$ cat config.mk
export PLATFORM = sky130hd
export DESIGN_NAME = mem_port_arbiter_flat
export DESIGN_NICKNAME = d
export VERILOG_FILES = /design/src/rtl/mem_port_arbiter_if.sv /design/src/rtl/mem_port_arbiter.sv /design/src/flat_wrapper.sv
export SDC_FILE = /design/constraint.sdc
export NUM_CORES = 1
export LEC_CHECK = 0
export BUFFER_PORTS_ARGS = -buffer_cell sky130_fd_sc_hd__buf_2
export CAP_MARGIN = 20
export CORE_AREA = 2 2 148 150
export DETAILED_ROUTE_END_ITERATION = 12
export DIE_AREA = 0 0 150 152
export GPL_ROUTABILITY_DRIVEN = 0
export PLACE_DENSITY = 0.73
export SYNTH_ARGS = -nofsm -noshare
export SYNTH_HDL_FRONTEND = slang
export SYNTH_SLANG_ARGS = --single-unit
$ cat constraint.sdc
create_clock -name clk -period 2.2 [get_ports clk]
set_clock_uncertainty 0.2 [all_clocks]
set_input_delay 0.11 -clock clk [delete_from_list [all_inputs] [get_ports clk]]
set_output_delay 0.11 -clock clk [all_outputs]
set_load 0.01 [all_outputs]
$ cat src/rtl/mem_port_arbiter_if.sv
// Signal bundle between the arbiter, its four requesting ports and the core memory.
// The slave view belongs to the arbiter; the master view belongs to the ports plus memory.
interface mem_port_arbiter_if #(
   parameter int AW = 18,
   parameter int DW = 36
);
   logic [3:0]      port_sel;
   logic [3:0]      rq_cyc;
   logic [3:0]      rd_rq;
   logic [3:0]      wr_rq;
   logic [4*AW-1:0] ma;
   logic [4*DW-1:0] mb_wr;
   logic [3:0]      wr_rs;
   logic [3:0]      addr_ack;
   logic [3:0]      rd_rs;
   logic [DW-1:0]   mb_rd;
   logic            rmw_timeout;
   logic            busy;
   logic            mem_start;
   logic            mem_rd;
   logic            mem_wr;
   logic [AW-1:0]   mem_addr;
   logic            mem_wgo;
   logic [DW-1:0]   mem_wdata;
   logic            mem_rdone;
   logic [DW-1:0]   mem_rdata;
   logic            mem_wdone;

   modport slave (
      input  port_sel, rq_cyc, rd_rq, wr_rq, ma, mb_wr, wr_rs,
      input  mem_rdone, mem_rdata, mem_wdone,
      output addr_ack, rd_rs, mb_rd, rmw_timeout, busy,
      output mem_start, mem_rd, mem_wr, mem_addr, mem_wgo, mem_wdata
   );

   modport master (
      output port_sel, rq_cyc, rd_rq, wr_rq, ma, mb_wr, wr_rs,
      output mem_rdone, mem_rdata, mem_wdone,
      input  addr_ack, rd_rs, mb_rd, rmw_timeout, busy,
      input  mem_start, mem_rd, mem_wr, mem_addr, mem_wgo, mem_wdata
   );
endinterface

$ cat src/rtl/mem_port_arbiter.sv
// Four-port core-memory arbiter: fixed-priority grant, then sequences one memory cycle
// (address, read, optional read-modify-write pause, write) and hands results back.
module mem_port_arbiter #(
   parameter int AW         = 18,
   parameter int DW         = 36,
   parameter int WR_TIMEOUT = 64
) (
   input logic               clk,
   input logic               reset,
   mem_port_arbiter_if.slave bus
);
   localparam int CW = $clog2(WR_TIMEOUT + 1);

   typedef enum logic [2:0] {
      IDLE,
      ADDR,
      READ,
      WAIT_WR,
      WRITE,
      RELEASE
   } state_t;

   state_t        state;
   logic [1:0]    grant;
   logic          rd_flag;
   logic          wr_flag;
   logic [CW-1:0] wait_cnt;
   logic [3:0]    req;
   logic [1:0]    pick;
   logic          any_req;

   // Port 0 has the highest priority, so scan downwards and let the lowest index win.
   always_comb begin
      req     = bus.rq_cyc & bus.port_sel;
      any_req = |req;
      pick    = 2'd0;
      for (int i = 3; i >= 0; i--) begin
         if (req[i]) pick = 2'(i);
      end
   end

   always_ff @(posedge clk or negedge reset) begin
      if (!reset) begin
         state           <= IDLE;
         grant           <= 2'd0;
         rd_flag         <= 1'b0;
         wr_flag         <= 1'b0;
         wait_cnt        <= '0;
         bus.addr_ack    <= '0;
         bus.rd_rs       <= '0;
         bus.mb_rd       <= '0;
         bus.rmw_timeout <= 1'b0;
         bus.busy        <= 1'b0;
         bus.mem_start   <= 1'b0;
         bus.mem_rd      <= 1'b0;
         bus.mem_wr      <= 1'b0;
         bus.mem_addr    <= '0;
         bus.mem_wgo     <= 1'b0;
         bus.mem_wdata   <= '0;
      end else begin
         // Every strobe is a single-cycle pulse unless re-armed below.
         bus.addr_ack    <= '0;
         bus.rd_rs       <= '0;
         bus.rmw_timeout <= 1'b0;
         bus.mem_start   <= 1'b0;
         bus.mem_rd      <= 1'b0;
         bus.mem_wr      <= 1'b0;
         bus.mem_wgo     <= 1'b0;

         case (state)
            IDLE: begin
               if (any_req) begin
                  grant         <= pick;
                  rd_flag       <= bus.rd_rq[pick];
                  wr_flag       <= bus.wr_rq[pick];
                  bus.mem_addr  <= bus.ma[int'(pick)*AW +: AW];
                  bus.mem_wdata <= bus.mb_wr[int'(pick)*DW +: DW];
                  bus.addr_ack  <= 4'b0001 << pick;
                  bus.mem_start <= bus.rd_rq[pick] | bus.wr_rq[pick];
                  bus.mem_rd    <= bus.rd_rq[pick];
                  bus.mem_wr    <= bus.wr_rq[pick] & ~bus.rd_rq[pick];
                  bus.mem_wgo   <= bus.wr_rq[pick] & ~bus.rd_rq[pick];
                  bus.busy      <= 1'b1;
                  state         <= ADDR;
               end
            end

            ADDR: begin
               if (rd_flag)      state <= READ;
               else if (wr_flag) state <= WRITE;
               else              state <= RELEASE;
            end

            READ: begin
               if (bus.mem_rdone) begin
                  bus.mb_rd <= bus.mem_rdata;
                  bus.rd_rs <= 4'b0001 << grant;
                  if (wr_flag) begin
                     wait_cnt <= CW'(WR_TIMEOUT);
                     state    <= WAIT_WR;
                  end else begin
                     state <= RELEASE;
                  end
               end
            end

            // A late requester gets its own data; otherwise the original word goes back.
            WAIT_WR: begin
               if (bus.wr_rs[grant]) begin
                  bus.mem_wdata <= bus.mb_wr[int'(grant)*DW +: DW];
                  bus.mem_wgo   <= 1'b1;
                  bus.mem_wr    <= 1'b1;
                  state         <= WRITE;
               end else if (wait_cnt <= CW'(1)) begin
                  wait_cnt        <= '0;
                  bus.mem_wdata   <= bus.mb_rd;
                  bus.mem_wgo     <= 1'b1;
                  bus.mem_wr      <= 1'b1;
                  bus.rmw_timeout <= 1'b1;
                  state           <= WRITE;
               end else begin
                  wait_cnt <= wait_cnt - CW'(1);
               end
            end

            WRITE: begin
               if (bus.mem_wdone) state <= RELEASE;
            end

            // Holding here until the request drops stops a held request being granted twice.
            RELEASE: begin
               if (!bus.rq_cyc[grant]) begin
                  bus.busy <= 1'b0;
                  state    <= IDLE;
               end
            end

            default: begin
               bus.busy <= 1'b0;
               state    <= IDLE;
            end
         endcase
      end
   end

   a_ack_onehot: assert property (@(posedge clk) disable iff (!reset) $onehot0(bus.addr_ack));
   a_rdrs_onehot: assert property (@(posedge clk) disable iff (!reset) $onehot0(bus.rd_rs));

endmodule
$ cat src/flat_wrapper.sv
// flat-port wrapper written by rule: the top's interface ports become plain ports
module mem_port_arbiter_flat 
#(
   parameter int AW         = 18,
   parameter int DW         = 36,
   parameter int WR_TIMEOUT = 64
)
  (clk, reset, bus_port_sel, bus_rq_cyc, bus_rd_rq, bus_wr_rq, bus_ma, bus_mb_wr, bus_wr_rs, bus_mem_rdone, bus_mem_rdata, bus_mem_wdone, bus_addr_ack, bus_rd_rs, bus_mb_rd, bus_rmw_timeout, bus_busy, bus_mem_start, bus_mem_rd, bus_mem_wr, bus_mem_addr, bus_mem_wgo, bus_mem_wdata);
  mem_port_arbiter_if #(.AW(AW), .DW(DW)) bus_i ();
  input logic clk;
  input logic reset;
  input wire logic [$bits(bus_i.port_sel)-1:0] bus_port_sel;
  input wire logic [$bits(bus_i.rq_cyc)-1:0] bus_rq_cyc;
  input wire logic [$bits(bus_i.rd_rq)-1:0] bus_rd_rq;
  input wire logic [$bits(bus_i.wr_rq)-1:0] bus_wr_rq;
  input wire logic [$bits(bus_i.ma)-1:0] bus_ma;
  input wire logic [$bits(bus_i.mb_wr)-1:0] bus_mb_wr;
  input wire logic [$bits(bus_i.wr_rs)-1:0] bus_wr_rs;
  input wire logic [$bits(bus_i.mem_rdone)-1:0] bus_mem_rdone;
  input wire logic [$bits(bus_i.mem_rdata)-1:0] bus_mem_rdata;
  input wire logic [$bits(bus_i.mem_wdone)-1:0] bus_mem_wdone;
  output wire logic [$bits(bus_i.addr_ack)-1:0] bus_addr_ack;
  output wire logic [$bits(bus_i.rd_rs)-1:0] bus_rd_rs;
  output wire logic [$bits(bus_i.mb_rd)-1:0] bus_mb_rd;
  output wire logic [$bits(bus_i.rmw_timeout)-1:0] bus_rmw_timeout;
  output wire logic [$bits(bus_i.busy)-1:0] bus_busy;
  output wire logic [$bits(bus_i.mem_start)-1:0] bus_mem_start;
  output wire logic [$bits(bus_i.mem_rd)-1:0] bus_mem_rd;
  output wire logic [$bits(bus_i.mem_wr)-1:0] bus_mem_wr;
  output wire logic [$bits(bus_i.mem_addr)-1:0] bus_mem_addr;
  output wire logic [$bits(bus_i.mem_wgo)-1:0] bus_mem_wgo;
  output wire logic [$bits(bus_i.mem_wdata)-1:0] bus_mem_wdata;
  assign bus_i.port_sel = bus_port_sel;
  assign bus_i.rq_cyc = bus_rq_cyc;
  assign bus_i.rd_rq = bus_rd_rq;
  assign bus_i.wr_rq = bus_wr_rq;
  assign bus_i.ma = bus_ma;
  assign bus_i.mb_wr = bus_mb_wr;
  assign bus_i.wr_rs = bus_wr_rs;
  assign bus_i.mem_rdone = bus_mem_rdone;
  assign bus_i.mem_rdata = bus_mem_rdata;
  assign bus_i.mem_wdone = bus_mem_wdone;
  assign bus_addr_ack = bus_i.addr_ack;
  assign bus_rd_rs = bus_i.rd_rs;
  assign bus_mb_rd = bus_i.mb_rd;
  assign bus_rmw_timeout = bus_i.rmw_timeout;
  assign bus_busy = bus_i.busy;
  assign bus_mem_start = bus_i.mem_start;
  assign bus_mem_rd = bus_i.mem_rd;
  assign bus_mem_wr = bus_i.mem_wr;
  assign bus_mem_addr = bus_i.mem_addr;
  assign bus_mem_wgo = bus_i.mem_wgo;
  assign bus_mem_wdata = bus_i.mem_wdata;
  mem_port_arbiter #(.AW(AW), .DW(DW), .WR_TIMEOUT(WR_TIMEOUT)) u_core (.clk(clk), .reset(reset), .bus(bus_i));
endmodule
==> impl_metrics.ini, run 1 <==
[sta]
slew_headroom_pct = 44.1
timing.final.crit_share_pct = 101
fin_ws_ns = -0.0134
tns_ns = -0.0179
fmax_mhz = 452
grt_setup_unrepaired = true
setup_viol = 3
slew_viol_final = 0
min_period_ns = 2.21
whs_ns = 0.0214
finalHoldViolations = 0
worst_pin_slew_ns = 0.838

[die]
dieArea_um2 = 22800
rows = 54
fp.coreArea_um2 = 21400
die_height_um = 152
initial_core_util_pct = 34.6
ioPinCount = 380
die_w_um = 150

[worst_setup_path]
worstPathArrival_ns = 2.32
critPathMaxFanout = 6
reg2reg_slack_ns = -0.01
endpoint = u_core.state[2]
required_ns = 2.31
path_class = register to register
cp_slowest_cell = mux4_2
cp-end-kind = register
reg2regPathDepth = 6
start_kind = register
crit_start = u_core.grant[0]
slowest_delay_ns = 0.51
r2r_start = u_core.grant[0]
r2r_end = u_core.state[2]
worstPathCellList = mux4_2 > a311o_1 > buf_4 > o2111ai_4 > nor3_2 > o22a_1

[power]
p_total_mw = 13.4
vdd_drop_max_uv = 581
p_per_area_nw_per_um2 = 1070
p_leak_nw = 5.87

[placement]
dpl.hpwl_um = 20700
io_buffers = 379

[synth]
synth_edf_count = 0
synth_fp_nets = 1027
yosysTopAreaCell = dfrtp_1
synth_top_area_share_pct = 39.6
synthMostInstantiatedCell = dfrtp_1
synth.avg_cell_area_um2 = 9.87
post_synth_inst_count = 749
yosysSeqAreaShare_pct = 39.6
synth_area_leaders = dfrtp_1 (40%), mux4_2 (12%), mux2_2 (5.6%)
yosysUniqueCellTypes = 43
async_reset_ff_share_pct = 100
synthFlopType = dfrtp_1
netlist_area_um2 = 7390
synth_seq_cells = 117
yosys_warnings = 0
synth_common_cells = dfrtp_1 (117), nand3_1 (76), nand2_1 (74)

[clock_network]
clkTransAtPathRegs_ns = 0.06
cts_tree = yes
clk_latency_ns = 0.42
cts_root_buffer = clkbuf_16
cts.sinks = 117
ctsLongestPathBuffers = 2
htree_levels = 4
numCtsBuffers = 17

[run_status]
status = complete, but fails checks
violations = negative setup slack

[global_routing]
grt_overflow = 0
grt_max_degree = 118
grt_pass1_wl_um = 52800
grt_pass1_vias = 10000
track_usage_pct = 29.9
antenna_found_initial = 3

[drt]
ant_nets = 0
wl_um = 35500
via_count = 9466
routedWlPerCell_um = 22.0
drc = 0
first_iter_violations = 1062
dr.pass1.iters = 8
viasPerCell = 5.86

[run]
maxCapViolations = 0

[hold_path]
hold_path_class = input port to register

[cells_and_area]
area_delta_synth_final_pct = 69.5
drive_above_1_share_pct = 41.1
finish.net_count = 1596
==> per-stage QoR <==
step           worst slack [ns]  utilization (%)  instances  cell area [um2]
2_1_floorplan            0.0244                -        749             7390
3_3_place_gp          0.0000796             45.5       1368             9710
3_5_place_dp            -0.0411             45.5       1368             9710
4_1_cts                 0.00284             58.1       1605            12400
5_1_grt                 -0.0798             58.7       1614            12500
6_report                -0.0134             58.7       1614            12500
==> what timing repair did <==
item | in CTS | in global routing
resized for setup | 2 | 9
endpoints found under the hold margin | 216 | 0
setup endpoints to repair | 26 | 34
setup buffers | 1 | 3
cloned | 1 | 2
hold buffers | 203 | 0
pin swaps | 1 | 5
==> logic make-up after synthesis <==
group	Yosys count	share of synthesized area, %
flip-flops	117	39.6
AND/OR/NAND/NOR	216	13.5
buffers and inverters	83	5.05
adder cells (fa/ha/maj)	2	0.339
multiplexers	77	17.5
AO/OA/AOI/OAI	254	24.0
==> power breakdown <==
part	switching [mW]	internal [mW]	total, mW
Sequential	0.749	3.11	3.86
Clock	1.09	1.94	3.03
Combinational	3.43	3.04	6.47
==> cells in the final DEF, fill, tap and decap left out, types with 4 or more instances in the layout <==
master           n
dlygate4sd3_1  203
nand2_1         73
nand2b_1         4
a21o_1          36
a21oi_1         38
dfrtp_1        115
o21ai_0         51
mux2_2          37
buf_4           32
clkbuf_8         5
clkbuf_16       19
buf_2          378
nor2_1          28
and3_1           4
inv_1            6
mux4_2          38
nand3_1         76
a31oi_1         18
a222oi_1        19
a221oi_1        36
nor3_1           8
buf_12           8
o31ai_1         38
==> flip-flops by register name (all words and copies together), names as in the netlist <==
signal,count
u_core.bus.mem_wr,1
u_core.rd_flag,1
u_core.bus.rd_rs,4
u_core.bus.addr_ack,4
u_core.bus.mem_addr,18
u_core.bus.mem_start,1
u_core.bus.mb_rd,36
u_core.bus.busy,1
u_core.grant,2
u_core.wr_flag,1
u_core.state,3
u_core.bus.mem_rd,1
u_core.bus.rmw_timeout,1
u_core.bus.mem_wdata,36
u_core.wait_cnt,7
==> critical path, delay by kind of cell (launching register included) <==
kind	cells	cell delay [ns]
AND/OR/NAND/NOR	1	0.08
multiplexers	1	0.51
buffers and inverters	1	0.19
AO/OA/AOI/OAI	3	0.69
flip-flops	1	0.42
==> routing by layer <==
| layer | wire length (um) | track usage [%] | up-vias |
|---|---|---|---|
| li1 | - | - | 4059 |
| met3 | 3960 | 7.30 | 177 |
| met2 | 17600 | 51.6 | 817 |
| met4 | 1850 | 18.0 | 0 |
| met5 | 0 | 0 | - |
| met1 | 12100 | 32.8 | 4413 |
==> layout make-up <==
class,count,area [um2]
Antenna cell,3,7.51
Clock buffer,22,494
Multi-Input combinational cell,549,4140
Clock inverter,10,144
Sequential cell,117,2930
Tap cell,280,350
Fill cell,1746,8820
Inverter,6,22.5
Timing Repair Buffer,627,4440
==> how the worst min path moves through the flow <==
stage,end,start,cells past startpoint
floorplan,u_core.bus.addr_ack[0],reset,0
global placement,u_core.bus.mb_rd[32],reset,2
detailed placement,u_core.bus.mb_rd[32],reset,2
CTS,u_core.bus.mem_wdata[23],bus_mb_wr[23],5
global route,u_core.bus.mem_wdata[31],bus_mb_wr[67],5
finish,u_core.bus.mem_wdata[29],bus_mb_wr[65],5
Note: power is estimated with default switching activity, not from simulation.
==> run 2: changes to the inputs <==
SETUP_SLACK_MARGIN = 0.1   (was default)
==> impl_metrics.ini, run 2 (synthesized netlist as in run 1, its figures left out) <==
[cells_and_area]
drive_above_1_share_pct = 42.4
finish.net_count = 1596
fin_util_pct = 58.7
top_regs = u_core.bus.mb_rd x36, u_core.bus.mem_wdata x36, u_core.bus.mem_addr x18
area_delta_synth_final_pct = 69.7
final_common_cell = buf_2
final_cell_mix = buf_2 (378), dlygate4sd3_1 (191), dfrtp_1 (115), nand3_1 (76), nand2_1 (67)
fin_cells = 1612

[clock_network]
clk_latency_ns = 0.41
ctsLongestPathBuffers = 2
htree_levels = 4
numCtsBuffers = 17
clkTransAtPathRegs_ns = 0.06
cts.sinks = 117
cts_root_buffer = clkbuf_16
cts_tree = yes

[die]
die_w_um = 150
ioPinCount = 380
fp.coreArea_um2 = 21400
initial_core_util_pct = 34.6
rows = 54
dieArea_um2 = 22800
die_height_um = 152

[drt]
drc = 0
wl_um = 34600
dr.pass1.iters = 6
viasPerCell = 5.83
first_iter_violations = 912
routedWlPerCell_um = 21.4
ant_nets = 0
via_count = 9404

[sta]
grt_setup_unrepaired = true
timing.final.crit_share_pct = 101
min_period_ns = 2.22
worst_pin_slew_ns = 0.543
finalHoldViolations = 0
fmax_mhz = 451
slew_viol_final = 0
fin_ws_ns = -0.0195
setup_viol = 1
slew_headroom_pct = 63.8

[hold_path]
hold_path_class = input port to async pin

[worst_setup_path]
start_kind = register
r2r_start = u_core.grant[0]
cp_slowest_cell = dfrtp_4
crit_buf_inv = 3
endpoint = u_core.bus.mem_wdata[14]
slowest_delay_ns = 0.48
cp.depth = 7
reg2regPathDepth = 7
path_class = register to register
cp_common_cell = buf_4
critPathMaxFanout = 15
worstPathCellList = buf_4 > buf_12 > mux2_2 > buf_4 > a21o_1 > a21oi_1 > o31ai_4
r2r_end = u_core.bus.mem_wdata[14]
cp-end-kind = register
crit_start = u_core.grant[0]
reg2reg_slack_ns = -0.02
worstPathArrival_ns = 2.29
critPathTopFamily = compound AO/OA/AOI/OAI gates
required_ns = 2.27

[global_routing]
grt_pass1_wl_um = 51400
grt_overflow = 0
antenna_found_initial = 1
grt_max_degree = 55
track_usage_pct = 28.8
grt_pass1_vias = 9682

[power]
p_per_area_nw_per_um2 = 1070
p_total_mw = 13.4
p_leak_nw = 5.90
vdd_drop_max_uv = 473

[run_status]
violations = negative setup slack
status = complete, but fails checks

[run]
maxCapViolations = 0

[placement]
io_buffers = 379
place_inst = 1374
place_ws_ns = -0.00866
dpl.hpwl_um = 21200
[run 2: cell types whose count changed in the layout (fill, tap and decap cells not counted), sizes merged]
cell	delta
dlygate4sd3	-12
inv	-1
clkinvlp	-2
buf	+12
clkbuf	-1
diode	-2
clkinv	+4
[run 2: area by class of cell]
cell class / instances / area (um2)
timing repair buffer: 627 / 4480
tap: 280 / 350
inverter: 6 / 22.5
fill: 1723 / 8810
clock inverter: 11 / 133
antenna: 1 / 2.50
clock buffer: 21 / 450
sequential: 117 / 2930
multi-input combinational: 549 / 4170
[run 2: through the flow]
step / instance area [um2] / TNS (ns) / hold WS, ns
floorplan: 7390 / 0 / -0.386
global placement: 9810 / 0 / -0.110
detailed placement: 9810 / -0.00927 / -0.105
CTS: 12300 / 0 / 0.000753
global route: 12500 / -0.538 / 0.0246
finish: 12500 / -0.0195 / 0.0195
[run 2: timing repair]
action                     in CTS  in global routing
buffers inserted                0                  9
gates cloned                    0                  4
hold endpoints to repair      214                  0
pin swaps                       0                  8
hold buffers                  191                  0
setup endpoints to repair      40                 47
gates resized for setup         0                 19
[run 2: worst min path at each step]
stage | to | slack (ns) | depth (start not counted) | from
global placement | u_core.bus.addr_ack[0] | -0.11 | 1 | reset
detailed placement | u_core.bus.addr_ack[0] | -0.11 | 1 | reset
finish | u_core.bus.addr_ack[0] | 0.02 | 2 | reset
CTS | u_core.bus.addr_ack[0] | 0.0008 | 2 | reset
floorplan | u_core.bus.addr_ack[0] | -0.39 | 0 | reset
global route | u_core.bus.mem_wdata[27] | 0.02 | 5 | bus_mb_wr[63]
[run 2: where the power goes]
group | switching [mW] | internal [mW]
registers | 0.746 | 3.11
clock network | 1.04 | 1.80
logic | 3.45 | 3.22
[run 2: routing by layer]
layer	vias to the layer above	wire (um)	track usage, %
met5	-	0	0
met4	0	1910	16.3
met3	160	3330	6.61
met2	740	16900	48.7
met1	4440	12400	33.2
li1	4064	-	-
==> run 3: changes to the inputs <==
CTS_BUF_LIST = sky130_fd_sc_hd__clkbuf_16   (was default)
==> impl_metrics.ini, run 3 (synthesized netlist as in run 1, its figures left out) <==
[run_status]
status = complete, but fails checks
violations = negative setup slack

[worst_setup_path]
cp_slowest_cell = dfrtp_4
start_kind = register
worstPathCellList = buf_4 > buf_12 > mux2_2 > buf_4 > a21o_1 > a21oi_1 > o31ai_4
endpoint = u_core.bus.mem_wdata[14]
path_class = register to register
cp_common_cell = buf_4
cp-end-kind = register
critPathTopFamily = compound AO/OA/AOI/OAI gates
worstPathArrival_ns = 2.29
r2r_end = u_core.bus.mem_wdata[14]
reg2regPathDepth = 7
critPathMaxFanout = 15
slowest_delay_ns = 0.48
reg2reg_slack_ns = -0.01
required_ns = 2.28
crit_start = u_core.grant[0]
crit_buf_inv = 3
cp.depth = 7
r2r_start = u_core.grant[0]

[sta]
finalHoldViolations = 0
tns_ns = -0.0149
worst_pin_slew_ns = 0.561
min_period_ns = 2.21
timing.final.crit_share_pct = 101
fin_ws_ns = -0.0149
setup_viol = 1
fmax_mhz = 451
whs_ns = 0.0123
slew_headroom_pct = 62.6
slew_viol_final = 0
grt_setup_unrepaired = true

[cells_and_area]
final_common_cell = buf_2
area_delta_synth_final_pct = 70.7
top_regs = u_core.bus.mb_rd x36, u_core.bus.mem_wdata x36, u_core.bus.mem_addr x18
final.fill_count = 1718
multiInputGateArea_um2 = 4220
final_cell_mix = buf_2 (378), dlygate4sd3_1 (194), dfrtp_1 (115), nand3_1 (76), nand2_1 (64)
seq_area_um2 = 2930
finish.net_count = 1600
drive_above_1_share_pct = 42.8

[hold_path]
hold_path_class = input port to register

[drt]
via_count = 9424
drc = 0
met3_length_um = 3390
top_layer = met4
viasPerCell = 5.83
wl_met2_um = 17100
wl_um = 34800
first_iter_violations = 993
dr.pass1.iters = 7
drt-met1-wl_um = 12400
routedWlPerCell_um = 21.5
ant_nets = 0

[global_routing]
grt_max_degree = 55
grt_pass1_wl_um = 51400
track_usage_pct = 28.8
antenna_found_initial = 1
grt_pass1_vias = 9675
grt_overflow = 0

[die]
rows = 54
die_height_um = 152
fp.coreArea_um2 = 21400
ioPinCount = 380
die_w_um = 150
initial_core_util_pct = 34.6
dieArea_um2 = 22800

[clock_network]
clkTransAtPathRegs_ns = 0.06
cts.sinks = 117
clk_latency_ns = 0.41
htree_levels = 4
cts_tree = yes
ctsLongestPathBuffers = 2
numCtsBuffers = 17
cts_root_buffer = clkbuf_16

[run]
maxCapViolations = 0

[power]
p_per_area_nw_per_um2 = 1060
vdd_drop_max_uv = 489
p_leak_nw = 5.93

[placement]
io_buffers = 379
dpl.hpwl_um = 21200
[run 3: cell types whose count changed in the layout (fill, tap and decap cells not counted), sizes merged]
cell / previous run / this run
clkbuf: 23 / 19
dlygate4sd3: 191 / 194
inv: 6 / 9
clkinv: 7 / 8
buf: 434 / 435
[run 3: stage by stage]
stage / instance area (um2) / power, mW / setup WS (ns) / instances / util [%]
after floorplan: 7390 / 7.28 / 0.0720 / 749 / -
after global placement: 9810 / 9.58 / 0.0523 / 1374 / 46.0
after detailed placement: 9810 / 9.71 / -0.00866 / 1374 / 46.0
after CTS: 12300 / 12.8 / 0.0281 / 1598 / 57.6
after global routing: 12600 / 14.2 / -0.0510 / 1615 / 59.1
final: 12600 / 13.4 / -0.0149 / 1616 / 59.1
[run 3: worst min-delay path, cell delays in order]
cell,delay [ns]
buf_2,0.09
nand3_1,0.06
nand3_1,0.08
a221oi_1,0.05
o31ai_2,0.20
[run 3: worst min-delay path by stage]
stage	cells after the start	slack, ns	start	endpoint
final	5	0.01	bus_mb_wr[40]	u_core.bus.mem_wdata[4]
after global routing	5	0.03	bus_mb_wr[63]	u_core.bus.mem_wdata[27]
after CTS	2	0.0007	reset	u_core.bus.busy
after detailed placement	1	-0.11	reset	u_core.bus.addr_ack[0]
after global placement	1	-0.11	reset	u_core.bus.addr_ack[0]
after floorplan	0	-0.39	reset	u_core.bus.addr_ack[0]
[run 3: layout make-up]
class | count | share of cell area, %
timing repair buffer | 631 | 35.8
multi-input combinational | 549 | 33.4
sequential | 117 | 23.2
clock buffer | 17 | 3.37
tap | 280 | 2.78
clock inverter | 15 | 1.17
inverter | 6 | 0.179
antenna | 1 | 0.0198
[run 3: power by group]
| part | total (mW) | internal, mW | leakage (nW) | switching [mW] |
|---|---|---|---|---|
| clock network | 2.80 | 1.75 | 0.297 | 1.05 |
| logic | 6.74 | 3.26 | 4.19 | 3.49 |
| registers | 3.87 | 3.11 | 1.45 | 0.752 |
| total | 13.4 | 8.12 | 5.93 | 5.29 |
[run 3: repair_timing]
action,CTS,global route
setup buffers,0,10
gates cloned,0,4
endpoints found under the hold margin,215,4
hold buffers,192,3
pin swaps,0,10
endpoints found under the setup margin,40,47
resized for setup,0,30
[run 3: layer usage]
metal / global-route usage [%] / vias up
li1: - / 4068
met1: 33.3 / 4447
met2: 48.6 / 749
met3: 6.64 / 160
met4: 16.4 / 0
met5: 0 / -
